$ cat config.mk
export PLATFORM = sky130hd
export DESIGN_NAME = ex_block_flat
export DESIGN_NICKNAME = d
export VERILOG_FILES = /design/src/rtl/ex_if.sv /design/src/rtl/ex_block.sv /design/src/flat_wrapper.sv
export SDC_FILE = /design/constraint.sdc
export NUM_CORES = 1
export LEC_CHECK = 0
export ABC_AREA = 1
export CAP_MARGIN = 30
export CORE_ASPECT_RATIO = 0.6
export CORE_UTILIZATION = 25
export CTS_CLUSTER_DIAMETER = 120
export DETAILED_ROUTE_END_ITERATION = 7
export PLACE_DENSITY_LB_ADDON = 0.08
export SLEW_MARGIN = 20
export SYNTH_ARGS = -nofsm -noshare
export SYNTH_HDL_FRONTEND = slang
export SYNTH_SLANG_ARGS = --single-unit
$ cat constraint.sdc
create_clock -name clk -period 5.5 [get_ports clk]
set_input_delay 0.825 -clock clk [delete_from_list [all_inputs] [get_ports clk]]
set_output_delay 0.825 -clock clk [all_outputs]
set_load 0.01 [all_outputs]
$ cat src/rtl/ex_if.sv
// ID/EX operand bundle into the execute stage and the EX/DM register bundle out of it.
interface ex_if #(
  parameter int DW = 16,
  parameter int RW = 3
);
  logic          valid_id;
  logic          flush_ex;
  logic [3:0]    alu_op;
  logic          src_sel;
  logic [DW-1:0] ra_id;
  logic [DW-1:0] rb_id;
  logic [DW-1:0] imm_id;
  logic          mem_en_id;
  logic          mem_rw_id;
  logic          mem_mux_sel_id;
  logic          reg_wr_id;
  logic [RW-1:0] rd_id;

  logic          stall_ex;
  logic [DW-1:0] ans_ex;
  logic [DW-1:0] DM_data;
  logic          mem_en_ex;
  logic          mem_rw_ex;
  logic          mem_mux_sel_dm;
  logic          reg_wr_ex;
  logic [RW-1:0] rd_ex;
  logic          valid_ex;
  logic          zero_ex;

  modport slave (
    input  valid_id, flush_ex, alu_op, src_sel, ra_id, rb_id, imm_id,
           mem_en_id, mem_rw_id, mem_mux_sel_id, reg_wr_id, rd_id,
    output stall_ex, ans_ex, DM_data, mem_en_ex, mem_rw_ex, mem_mux_sel_dm,
           reg_wr_ex, rd_ex, valid_ex, zero_ex
  );

  modport master (
    output valid_id, flush_ex, alu_op, src_sel, ra_id, rb_id, imm_id,
           mem_en_id, mem_rw_id, mem_mux_sel_id, reg_wr_id, rd_id,
    input  stall_ex, ans_ex, DM_data, mem_en_ex, mem_rw_ex, mem_mux_sel_dm,
           reg_wr_ex, rd_ex, valid_ex, zero_ex
  );
endinterface

$ cat src/rtl/ex_block.sv
// 16-bit execute stage: single-cycle ALU, iterative 16-step shift-add multiplier
// that stalls upstream, and the registered EX/DM pipeline outputs.
module ex_block #(
  parameter int DW = 16,
  parameter int RW = 3
) (
  input  logic clk,
  input  logic reset,
  ex_if.slave  bus
);

  typedef enum logic {S_IDLE, S_MUL} state_t;

  localparam logic [3:0] OP_ADD  = 4'd0;
  localparam logic [3:0] OP_SUB  = 4'd1;
  localparam logic [3:0] OP_AND  = 4'd2;
  localparam logic [3:0] OP_OR   = 4'd3;
  localparam logic [3:0] OP_XOR  = 4'd4;
  localparam logic [3:0] OP_NOT  = 4'd5;
  localparam logic [3:0] OP_SLL  = 4'd6;
  localparam logic [3:0] OP_SRL  = 4'd7;
  localparam logic [3:0] OP_SRA  = 4'd8;
  localparam logic [3:0] OP_SLT  = 4'd9;
  localparam logic [3:0] OP_MUL  = 4'd10;
  localparam logic [3:0] OP_PASS = 4'd11;

  // Single-cycle ALU; MUL and the unused codes yield zero here.
  function automatic logic [DW-1:0] alu_f(input logic [3:0]    op,
                                          input logic [DW-1:0] a,
                                          input logic [DW-1:0] b);
    logic signed [DW-1:0] sa;
    logic signed [DW-1:0] sb;
    sa = a;
    sb = b;
    case (op)
      OP_ADD:  alu_f = a + b;
      OP_SUB:  alu_f = a - b;
      OP_AND:  alu_f = a & b;
      OP_OR:   alu_f = a | b;
      OP_XOR:  alu_f = a ^ b;
      OP_NOT:  alu_f = ~a;
      OP_SLL:  alu_f = a << b[3:0];
      OP_SRL:  alu_f = a >> b[3:0];
      OP_SRA:  alu_f = $unsigned(sa >>> b[3:0]);
      OP_SLT:  alu_f = (sa < sb) ? {{(DW-1){1'b0}}, 1'b1} : '0;
      OP_PASS: alu_f = b;
      default: alu_f = '0;
    endcase
  endfunction

  state_t        state_q, state_d;
  logic [3:0]    cnt_q, cnt_d;

  logic [DW-1:0] mcand_q, mcand_d;
  logic [DW-1:0] mplier_q, mplier_d;
  logic [DW-1:0] acc_q, acc_d;
  logic [DW-1:0] m_rb_q, m_rb_d;
  logic [RW-1:0] m_rd_q, m_rd_d;
  logic          m_mem_en_q, m_mem_en_d;
  logic          m_mem_rw_q, m_mem_rw_d;
  logic          m_mux_q, m_mux_d;
  logic          m_reg_wr_q, m_reg_wr_d;

  logic [DW-1:0] ans_q, ans_d;
  logic [DW-1:0] dm_q, dm_d;
  logic          mem_en_q, mem_en_d;
  logic          mem_rw_q, mem_rw_d;
  logic          mux_q, mux_d;
  logic          reg_wr_q, reg_wr_d;
  logic [RW-1:0] rd_q, rd_d;
  logic          valid_q, valid_d;
  logic          zero_q, zero_d;

  logic          stall;
  logic [DW-1:0] b_sel;
  logic [DW-1:0] alu_res;
  logic [DW-1:0] acc_step;

  assign b_sel    = bus.src_sel ? bus.imm_id : bus.rb_id;
  assign alu_res  = alu_f(bus.alu_op, bus.ra_id, b_sel);
  assign acc_step = mplier_q[0] ? (acc_q + mcand_q) : acc_q;

  always_comb begin
    state_d    = state_q;
    cnt_d      = cnt_q;
    mcand_d    = mcand_q;
    mplier_d   = mplier_q;
    acc_d      = acc_q;
    m_rb_d     = m_rb_q;
    m_rd_d     = m_rd_q;
    m_mem_en_d = m_mem_en_q;
    m_mem_rw_d = m_mem_rw_q;
    m_mux_d    = m_mux_q;
    m_reg_wr_d = m_reg_wr_q;
    // Bubble by default: qualifying controls drop, data outputs hold.
    ans_d      = ans_q;
    dm_d       = dm_q;
    mux_d      = mux_q;
    rd_d       = rd_q;
    zero_d     = zero_q;
    valid_d    = 1'b0;
    mem_en_d   = 1'b0;
    mem_rw_d   = 1'b0;
    reg_wr_d   = 1'b0;
    stall      = 1'b0;

    if (bus.flush_ex) begin
      state_d = S_IDLE;
      cnt_d   = '0;
    end else begin
      case (state_q)
        S_IDLE: begin
          if (bus.valid_id && bus.alu_op == OP_MUL) begin
            stall      = 1'b1;
            mcand_d    = bus.ra_id;
            mplier_d   = b_sel;
            acc_d      = '0;
            cnt_d      = '0;
            m_rb_d     = bus.rb_id;
            m_rd_d     = bus.rd_id;
            m_mem_en_d = bus.mem_en_id;
            m_mem_rw_d = bus.mem_rw_id;
            m_mux_d    = bus.mem_mux_sel_id;
            m_reg_wr_d = bus.reg_wr_id;
            state_d    = S_MUL;
          end else if (bus.valid_id) begin
            ans_d    = alu_res;
            zero_d   = (alu_res == '0);
            dm_d     = bus.rb_id;
            rd_d     = bus.rd_id;
            mux_d    = bus.mem_mux_sel_id;
            valid_d  = 1'b1;
            mem_en_d = bus.mem_en_id;
            mem_rw_d = bus.mem_rw_id;
            reg_wr_d = bus.reg_wr_id;
          end
        end
        S_MUL: begin
          acc_d    = acc_step;
          mcand_d  = mcand_q << 1;
          mplier_d = mplier_q >> 1;
          cnt_d    = cnt_q + 4'd1;
          // Last step: product retires while upstream advances on this same edge.
          if (cnt_q == 4'd15) begin
            state_d  = S_IDLE;
            cnt_d    = '0;
            ans_d    = acc_step;
            zero_d   = (acc_step == '0);
            dm_d     = m_rb_q;
            rd_d     = m_rd_q;
            mux_d    = m_mux_q;
            valid_d  = 1'b1;
            mem_en_d = m_mem_en_q;
            mem_rw_d = m_mem_rw_q;
            reg_wr_d = m_reg_wr_q;
          end else begin
            stall = 1'b1;
          end
        end
        default: state_d = S_IDLE;
      endcase
    end
  end

  always_ff @(posedge clk) begin
    if (reset) begin
      state_q  <= S_IDLE;
      cnt_q    <= '0;
      ans_q    <= '0;
      dm_q     <= '0;
      mem_en_q <= 1'b0;
      mem_rw_q <= 1'b0;
      mux_q    <= 1'b0;
      reg_wr_q <= 1'b0;
      rd_q     <= '0;
      valid_q  <= 1'b0;
      zero_q   <= 1'b0;
    end else begin
      state_q  <= state_d;
      cnt_q    <= cnt_d;
      ans_q    <= ans_d;
      dm_q     <= dm_d;
      mem_en_q <= mem_en_d;
      mem_rw_q <= mem_rw_d;
      mux_q    <= mux_d;
      reg_wr_q <= reg_wr_d;
      rd_q     <= rd_d;
      valid_q  <= valid_d;
      zero_q   <= zero_d;
    end
  end

  // Multiplier operands and latched controls are only meaningful once state is S_MUL.
  always_ff @(posedge clk) begin
    mcand_q    <= mcand_d;
    mplier_q   <= mplier_d;
    acc_q      <= acc_d;
    m_rb_q     <= m_rb_d;
    m_rd_q     <= m_rd_d;
    m_mem_en_q <= m_mem_en_d;
    m_mem_rw_q <= m_mem_rw_d;
    m_mux_q    <= m_mux_d;
    m_reg_wr_q <= m_reg_wr_d;
  end

  assign bus.stall_ex       = stall;
  assign bus.ans_ex         = ans_q;
  assign bus.DM_data        = dm_q;
  assign bus.mem_en_ex      = mem_en_q;
  assign bus.mem_rw_ex      = mem_rw_q;
  assign bus.mem_mux_sel_dm = mux_q;
  assign bus.reg_wr_ex      = reg_wr_q;
  assign bus.rd_ex          = rd_q;
  assign bus.valid_ex       = valid_q;
  assign bus.zero_ex        = zero_q;

endmodule

$ cat src/flat_wrapper.sv
// flat-port wrapper written by rule: the top's interface ports become plain ports
module ex_block_flat 
#(
  parameter int DW = 16,
  parameter int RW = 3
)
  (clk, reset, bus_valid_id, bus_flush_ex, bus_alu_op, bus_src_sel, bus_ra_id, bus_rb_id, bus_imm_id, bus_mem_en_id, bus_mem_rw_id, bus_mem_mux_sel_id, bus_reg_wr_id, bus_rd_id, bus_stall_ex, bus_ans_ex, bus_DM_data, bus_mem_en_ex, bus_mem_rw_ex, bus_mem_mux_sel_dm, bus_reg_wr_ex, bus_rd_ex, bus_valid_ex, bus_zero_ex);
  ex_if #(.DW(DW), .RW(RW)) bus_i ();
  input  logic clk;
  input  logic reset;
  input wire logic [$bits(bus_i.valid_id)-1:0] bus_valid_id;
  input wire logic [$bits(bus_i.flush_ex)-1:0] bus_flush_ex;
  input wire logic [$bits(bus_i.alu_op)-1:0] bus_alu_op;
  input wire logic [$bits(bus_i.src_sel)-1:0] bus_src_sel;
  input wire logic [$bits(bus_i.ra_id)-1:0] bus_ra_id;
  input wire logic [$bits(bus_i.rb_id)-1:0] bus_rb_id;
  input wire logic [$bits(bus_i.imm_id)-1:0] bus_imm_id;
  input wire logic [$bits(bus_i.mem_en_id)-1:0] bus_mem_en_id;
  input wire logic [$bits(bus_i.mem_rw_id)-1:0] bus_mem_rw_id;
  input wire logic [$bits(bus_i.mem_mux_sel_id)-1:0] bus_mem_mux_sel_id;
  input wire logic [$bits(bus_i.reg_wr_id)-1:0] bus_reg_wr_id;
  input wire logic [$bits(bus_i.rd_id)-1:0] bus_rd_id;
  output wire logic [$bits(bus_i.stall_ex)-1:0] bus_stall_ex;
  output wire logic [$bits(bus_i.ans_ex)-1:0] bus_ans_ex;
  output wire logic [$bits(bus_i.DM_data)-1:0] bus_DM_data;
  output wire logic [$bits(bus_i.mem_en_ex)-1:0] bus_mem_en_ex;
  output wire logic [$bits(bus_i.mem_rw_ex)-1:0] bus_mem_rw_ex;
  output wire logic [$bits(bus_i.mem_mux_sel_dm)-1:0] bus_mem_mux_sel_dm;
  output wire logic [$bits(bus_i.reg_wr_ex)-1:0] bus_reg_wr_ex;
  output wire logic [$bits(bus_i.rd_ex)-1:0] bus_rd_ex;
  output wire logic [$bits(bus_i.valid_ex)-1:0] bus_valid_ex;
  output wire logic [$bits(bus_i.zero_ex)-1:0] bus_zero_ex;
  assign bus_i.valid_id = bus_valid_id;
  assign bus_i.flush_ex = bus_flush_ex;
  assign bus_i.alu_op = bus_alu_op;
  assign bus_i.src_sel = bus_src_sel;
  assign bus_i.ra_id = bus_ra_id;
  assign bus_i.rb_id = bus_rb_id;
  assign bus_i.imm_id = bus_imm_id;
  assign bus_i.mem_en_id = bus_mem_en_id;
  assign bus_i.mem_rw_id = bus_mem_rw_id;
  assign bus_i.mem_mux_sel_id = bus_mem_mux_sel_id;
  assign bus_i.reg_wr_id = bus_reg_wr_id;
  assign bus_i.rd_id = bus_rd_id;
  assign bus_stall_ex = bus_i.stall_ex;
  assign bus_ans_ex = bus_i.ans_ex;
  assign bus_DM_data = bus_i.DM_data;
  assign bus_mem_en_ex = bus_i.mem_en_ex;
  assign bus_mem_rw_ex = bus_i.mem_rw_ex;
  assign bus_mem_mux_sel_dm = bus_i.mem_mux_sel_dm;
  assign bus_reg_wr_ex = bus_i.reg_wr_ex;
  assign bus_rd_ex = bus_i.rd_ex;
  assign bus_valid_ex = bus_i.valid_ex;
  assign bus_zero_ex = bus_i.zero_ex;
  ex_block #(.DW(DW), .RW(RW)) u_core (.clk(clk), .reset(reset), .bus(bus_i));
endmodule
Word-level counts from Yosys, hierarchy flattened
Index checks and enable logic that the tools add are counted.
{"block": "op_classes", "bitwise": 6, "mux": 53, "n_shift": 3, "reduce_logical": 8, "n_addsub": 4, "eq_ne": 16, "order_cmp": 1}
{"operator": "$mux W16", "n": 11}
{"operator": "$pmux W16 S11", "n": 1}
{"operator": "$pmux W16 S2", "n": 5}
{"operator": "$add A16 B16 Y16", "n": 2}
{"operator": "$logic_not A16 Y1", "n": 2}
{"operator": "$mux W1", "n": 22}
{"operator": "$eq A4 B4 Y1 const B", "n": 5}
{"operator": "$and A16 B16 Y16", "n": 1}
{"operator": "$eq A4 B3 Y1 const B", "n": 4}
{"operator": "$lt A16 B16 Y1", "n": 1}
{"operator": "$not A16 Y16", "n": 1}
{"operator": "$or A16 B16 Y16", "n": 1}
{"operator": "$shl A16 B4 Y16", "n": 1}
{"operator": "$shr A16 B4 Y16", "n": 1}
{"operator": "$sshr A16 B4 Y16", "n": 1}
{"operator": "$sub A16 B16 Y16", "n": 1}
{"operator": "$xor A16 B16 Y16", "n": 1}
{"operator": "$pmux W1 S2", "n": 7}
{"operator": "$mux W3", "n": 3}
{"operator": "$eq A4 B2 Y1 const B", "n": 2}
{"operator": "$mux W4", "n": 2}
{"operator": "$pmux W4 S2", "n": 1}
{"operator": "$ne A2 B2 Y1 const B", "n": 3}
{"operator": "$pmux W3 S2", "n": 1}
{"operator": "10 further kinds", "n": 11}
{"block": "totals", "register_bits": 117}

Logic depth before layout (Yosys ltp)
{"block": "depth", "ltp_word": 8, "ltp_mapped": 27, "ltp_nobuf": 24}

Worst setup path after synthesis
Ideal clock, no wire load.
{"block": "synth_path", "path_type": "input to register", "start": "in bus_alu_op[2]", "end": "reg u_core.acc_q[0], enable pin", "arrival_ns": 3.327, "required_ns": 5.046, "slack_ns": 1.719, "stages": 7, "path_buffers": 0, "path_cell_list": "inv_1 nand2_1 nor3_1 inv_1 nand2_1 inv_1 nor2_1"}
{"block": "synth_between", "elab_chain_len": 4}
{"item": "start: declaration", "line": "flat_wrapper.sv:13", "source": "input wire logic [$bits(bus_i.alu_op)-1:0] bus_alu_op;"}
{"item": "$eq A4 B4 Y1", "line": "ex_block.sv:113", "source": "if (bus.valid_id && bus.alu_op == OP_MUL) begin"}
{"item": "$logic_and A1 B1 Y1", "line": "ex_block.sv:113"}
{"item": "$ne A2 B1 Y1 (no source line)"}
{"item": "$reduce_and A2 Y1 (no source line)"}
{"item": "end signal: assignment", "line": "ex_block.sv:197", "source": "acc_q <= acc_d;"}
{"item": "end: declaration", "line": "ex_block.sv:56", "source": "logic [DW-1:0] acc_q, acc_d;"}
No other way between the ends.
A chain may end at the register's enable or synchronous reset.

Worst setup path after layout
{"block": "layout_path", "start": "in bus_src_sel", "end": "reg u_core.zero_q (netlist: u_core.bus.zero_ex)"}
{"block": "layout_between", "elab_chain_len": 8, "word_cells_on_any_way": 16, "cone_classes": "add/sub (2); order compare (1); shift (3); mux (6); bitwise (3); reduce/logical (1)"}
{"item": "start: declaration", "line": "flat_wrapper.sv:14", "source": "input wire logic [$bits(bus_i.src_sel)-1:0] bus_src_sel;"}
{"item": "$mux W16 *", "line": "ex_block.sv:79", "source": "assign b_sel = bus.src_sel ? bus.imm_id : bus.rb_id;"}
{"item": "$lt A16 B16 Y1", "line": "ex_block.sv:45", "source": "OP_SLT: alu_f = (sa < sb) ? {{(DW-1){1'b0}}, 1'b1} : '0;"}
{"item": "$mux W1", "line": "ex_block.sv:45"}
{"item": "$pmux W16 S11 *", "line": "ex_block.sv:35", "source": "case (op)"}
{"item": "$logic_not A16 Y1 *", "line": "ex_block.sv:128", "source": "zero_d = (alu_res == '0);"}
{"item": "$mux W1 *", "line": "ex_block.sv:126", "source": "end else if (bus.valid_id) begin"}
{"item": "$mux W1 *", "line": "ex_block.sv:113"}
{"item": "$pmux W1 S2 *", "line": "ex_block.sv:111", "source": "case (state_q)"}
{"item": "end signal: assignment", "line": "ex_block.sv:189", "source": "zero_q <= zero_d;"}
{"item": "end: declaration", "line": "ex_block.sv:72", "source": "logic zero_q, zero_d;"}
Mark *: on every way between the ends. The rest lies on a longest branch, timed or not. The select of a mux whose other input is x is not followed.

==> impl_metrics.json <==
{
  "required_ns": 5.88,
  "tns_ns": 0,
  "synthFlopType": "edfxtp_1",
  "die_h_um": 160,
  "htree_levels": 4,
  "grt_max_degree": 65,
  "finalWorstPathRequiredPeriod_ns": 4.62,
  "dpl_cell_area_mm2": 0.0120,
  "r2r-end": "u_core.bus.zero_ex",
  "numPortBuffers": 105,
  "drt_iter0_markers": 1142,
  "final_area_mm2": 0.0127,
  "hold_viol_final": 0,
  "synthArstFlopShare": 0,
  "via_count": 11281,
  "die_x_um": 265,
  "rows": 57,
  "cts_sinks": 117,
  "coreArea_mm2": 0.0407,
  "p_per_area_mw_per_mm2": 240,
  "dp.final_hpwl_um": 39400,
  "critical_path_class": "in2reg",
  "ys_ff_latch": 117,
  "cts_tree": "built",
  "timing.rr.start": "u_core.mcand_q[0]",
  "syn-cell-area_mm2": 0.0103,
  "grt.total_usage": 0.235,
  "reg2regPathDepth": 17,
  "final_nets": 1818,
  "grt_pass1_wl_um": 72800,
  "cts.repair.resized": 0,
  "yosysMostFrequentCell": "nand2_1",
  "synth_nets": 1725,
  "wl_um": 49300,
  "ctsHoldBuffers": 0,
  "final_antenna_net_count": 0,
  "dr.pass1.iters": 6,
  "hold_path.class": "reg2reg",
  "drv_slew": 0,
  "ys_types": 46,
  "pin_count": 106,
  "setup_viol_count_final": 0,
  "synth.area.top_cells": "edfxtp_1 21%, nand2_1 17%, nand3_1 11%",
  "synthTopCellsByCount": "456 x nand2_1, 231 x nand3_1, 170 x inv_1",
  "crit_path_start": "bus_src_sel",
  "worstMarginPinSlew_ns": 1.02,
  "path_max_fanout": 15,
  "overflow": 0,
  "drc": 0,
  "cp-start-kind": "input port",
  "grt_setup_unrepaired": "false",
  "drive_above_1_share": 0.0638,
  "cts.path.max_buffers": 2,
  "clock_latency_ns": 0.44,
  "cts-root-buf": "clkbuf_16",
  "yosysWarnings": 0,
  "fmax_mhz": 217,
  "r2r_setup_slack_ns": 2.67,
  "drt-vias-per-instance": 5.07,
  "endpoint": "u_core.bus.zero_ex",
  "cts_buffers": 17,
  "leakage_nw": 5.60,
  "syn_avg_cell_area_um2": 6.52,
  "syn_to_final_growth_pct": 22.3,
  "period_share": 0.840,
  "die_area_mm2": 0.0422,
  "antenna_found_initial": 1,
  "p_total_mw": 3.04,
  "start_util": 0.255,
  "clock_skew_ns": 0.0145,
  "post-cts-setup-buffers": 0,
  "grt_pass1_vias": 10737,
  "worstSetupEndpointType": "flop",
  "synth_cells": 1588,
  "wire_per_inst_um": 22.2,
  "ir_worst_vdd_v": 0.000186,
  "clkTransAtPathRegs_ns": 0.07,
  "yosysSeqAreaShare": 0.295,
  "status": "complete, no violations",
  "crit_arrival_ns": 5.00,
  "place_congestion": 0.984,
  "slew_headroom": 0.313,
  "finish.utilization": 0.311,
  "final_cell_count_no_fill": 2227,
  "synth_top_area_share": 0.206,
  "place_inst": 2193,
  "yosys.area.top_type": "edfxtp_1",
  "drv_cap": 0,
  "synth-edff-count": 71
}
layout make-up:
type / instances / area [µm²]
clock buffer: 17 / 425
fill: 4520 / 28000
timing repair buffer: 136 / 1320
inverter: 176 / 661
sequential: 117 / 3060
antenna: 2 / 5.00
clock inverter: 15 / 205
multi-input combinational: 1233 / 6320
tap: 531 / 664
flip-flops by register name, summed over array words and instances (netlist names), 3 cells and up:
| name | cells |
|---|---|
| u_core.m_rd_q | 3 |
| u_core.acc_q | 16 |
| u_core.bus.rd_ex | 3 |
| u_core.m_rb_q | 16 |
| u_core.bus.DM_data | 16 |
| u_core.bus.ans_ex | 16 |
| u_core.mcand_q | 16 |
| u_core.cnt_q | 4 |
| u_core.mplier_q | 16 |
placed cells by master, fill, tap and decap left out, drive strengths merged, types with 4 or more instances in the layout:
cell type / Yosys / layout
o211ai: 11 / 11
nand4: 18 / 18
a21oi: 77 / 77
buf: 35 / 31
dfxtp: 46 / 46
nor2: 141 / 141
o21ai: 117 / 117
ha: 70 / 70
edfxtp: 71 / 71
clkbuf: 27 / 17
nor3: 16 / 16
or2: 12 / 12
xor2: 4 / 4
clkdlybuf4s50: 0 / 105
clkinv: 4 / 6
o21bai: 8 / 8
nand3: 234 / 234
a31oi: 27 / 27
o22ai: 10 / 10
nand2: 465 / 465
inv: 172 / 182
layer usage:
metal / global-route usage / share of wire / vias to the layer above
met3: 0.0738 / 0.099 / 38
met2: 0.302 / 0.37 / 483
met5: 0 / 0 / -
met1: 0.368 / 0.52 / 5265
met4: 0.0505 / 0.014 / 0
li1: - / - / 5495
kinds of logic after synthesis:
family | Yosys count | synth area share
AOI/OAI and AO/OA | 262 | 0.141
xor gates and xnor gates | 6 | 0.00508
adders and majority gates | 73 | 0.0905
buffers and inverters | 238 | 0.0960
and+or+nand+nor | 892 | 0.372
DFF | 117 | 0.295
per-stage QoR:
stage	hold slack (ns)	setup WS [ns]
floorplan	0.439	1.72
global placement	0.452	0.464
finish	0.483	0.882
detailed placement	0.475	0.521
global route	0.519	0.500
CTS	0.484	0.957
how the worst min path moves through the flow:
stage / start / to / slack, ns / depth (start not counted)
4_1_cts: u_core.cnt_q[3] / u_core.cnt_q[3] / 0.48 / 2
3_3_place_gp: u_core.cnt_q[3] / u_core.cnt_q[3] / 0.45 / 2
6_report: u_core.cnt_q[3] / u_core.cnt_q[3] / 0.48 / 2
2_1_floorplan: u_core.cnt_q[3] / u_core.cnt_q[3] / 0.44 / 2
5_1_grt: u_core.bus.ans_ex[2] / u_core.bus.ans_ex[2] / 0.52 / 2
3_5_place_dp: u_core.cnt_q[3] / u_core.cnt_q[3] / 0.48 / 2
worst max-delay path, cell delays in order:
cell and delay [ns]:
clkdlybuf4s50_1 0.73, buf_4 0.33, o21ai_0 0.53, inv_1 0.24
ha_1 0.60, inv_1 0.24, a21oi_1 0.28, nand2_1 0.11
a21oi_1 0.14, nand3_1 0.09, nand3_1 0.10, nand2_1 0.11
inv_1 0.08, nand2_1 0.07, nor2_1 0.11, nand3_1 0.07
nor2_1 0.09, nand2_1 0.07, nand3_1 0.07, nand2_1 0.06
inv_1 0.05
where the power goes:
| group | total [mW] | switching (mW) | internal, mW |
|---|---|---|---|
| registers | 0.969 | 0.0151 | 0.954 |
| logic | 0.830 | 0.564 | 0.266 |
| clock network | 1.24 | 0.506 | 0.735 |
Note: power is estimated with default switching activity, not from simulation.
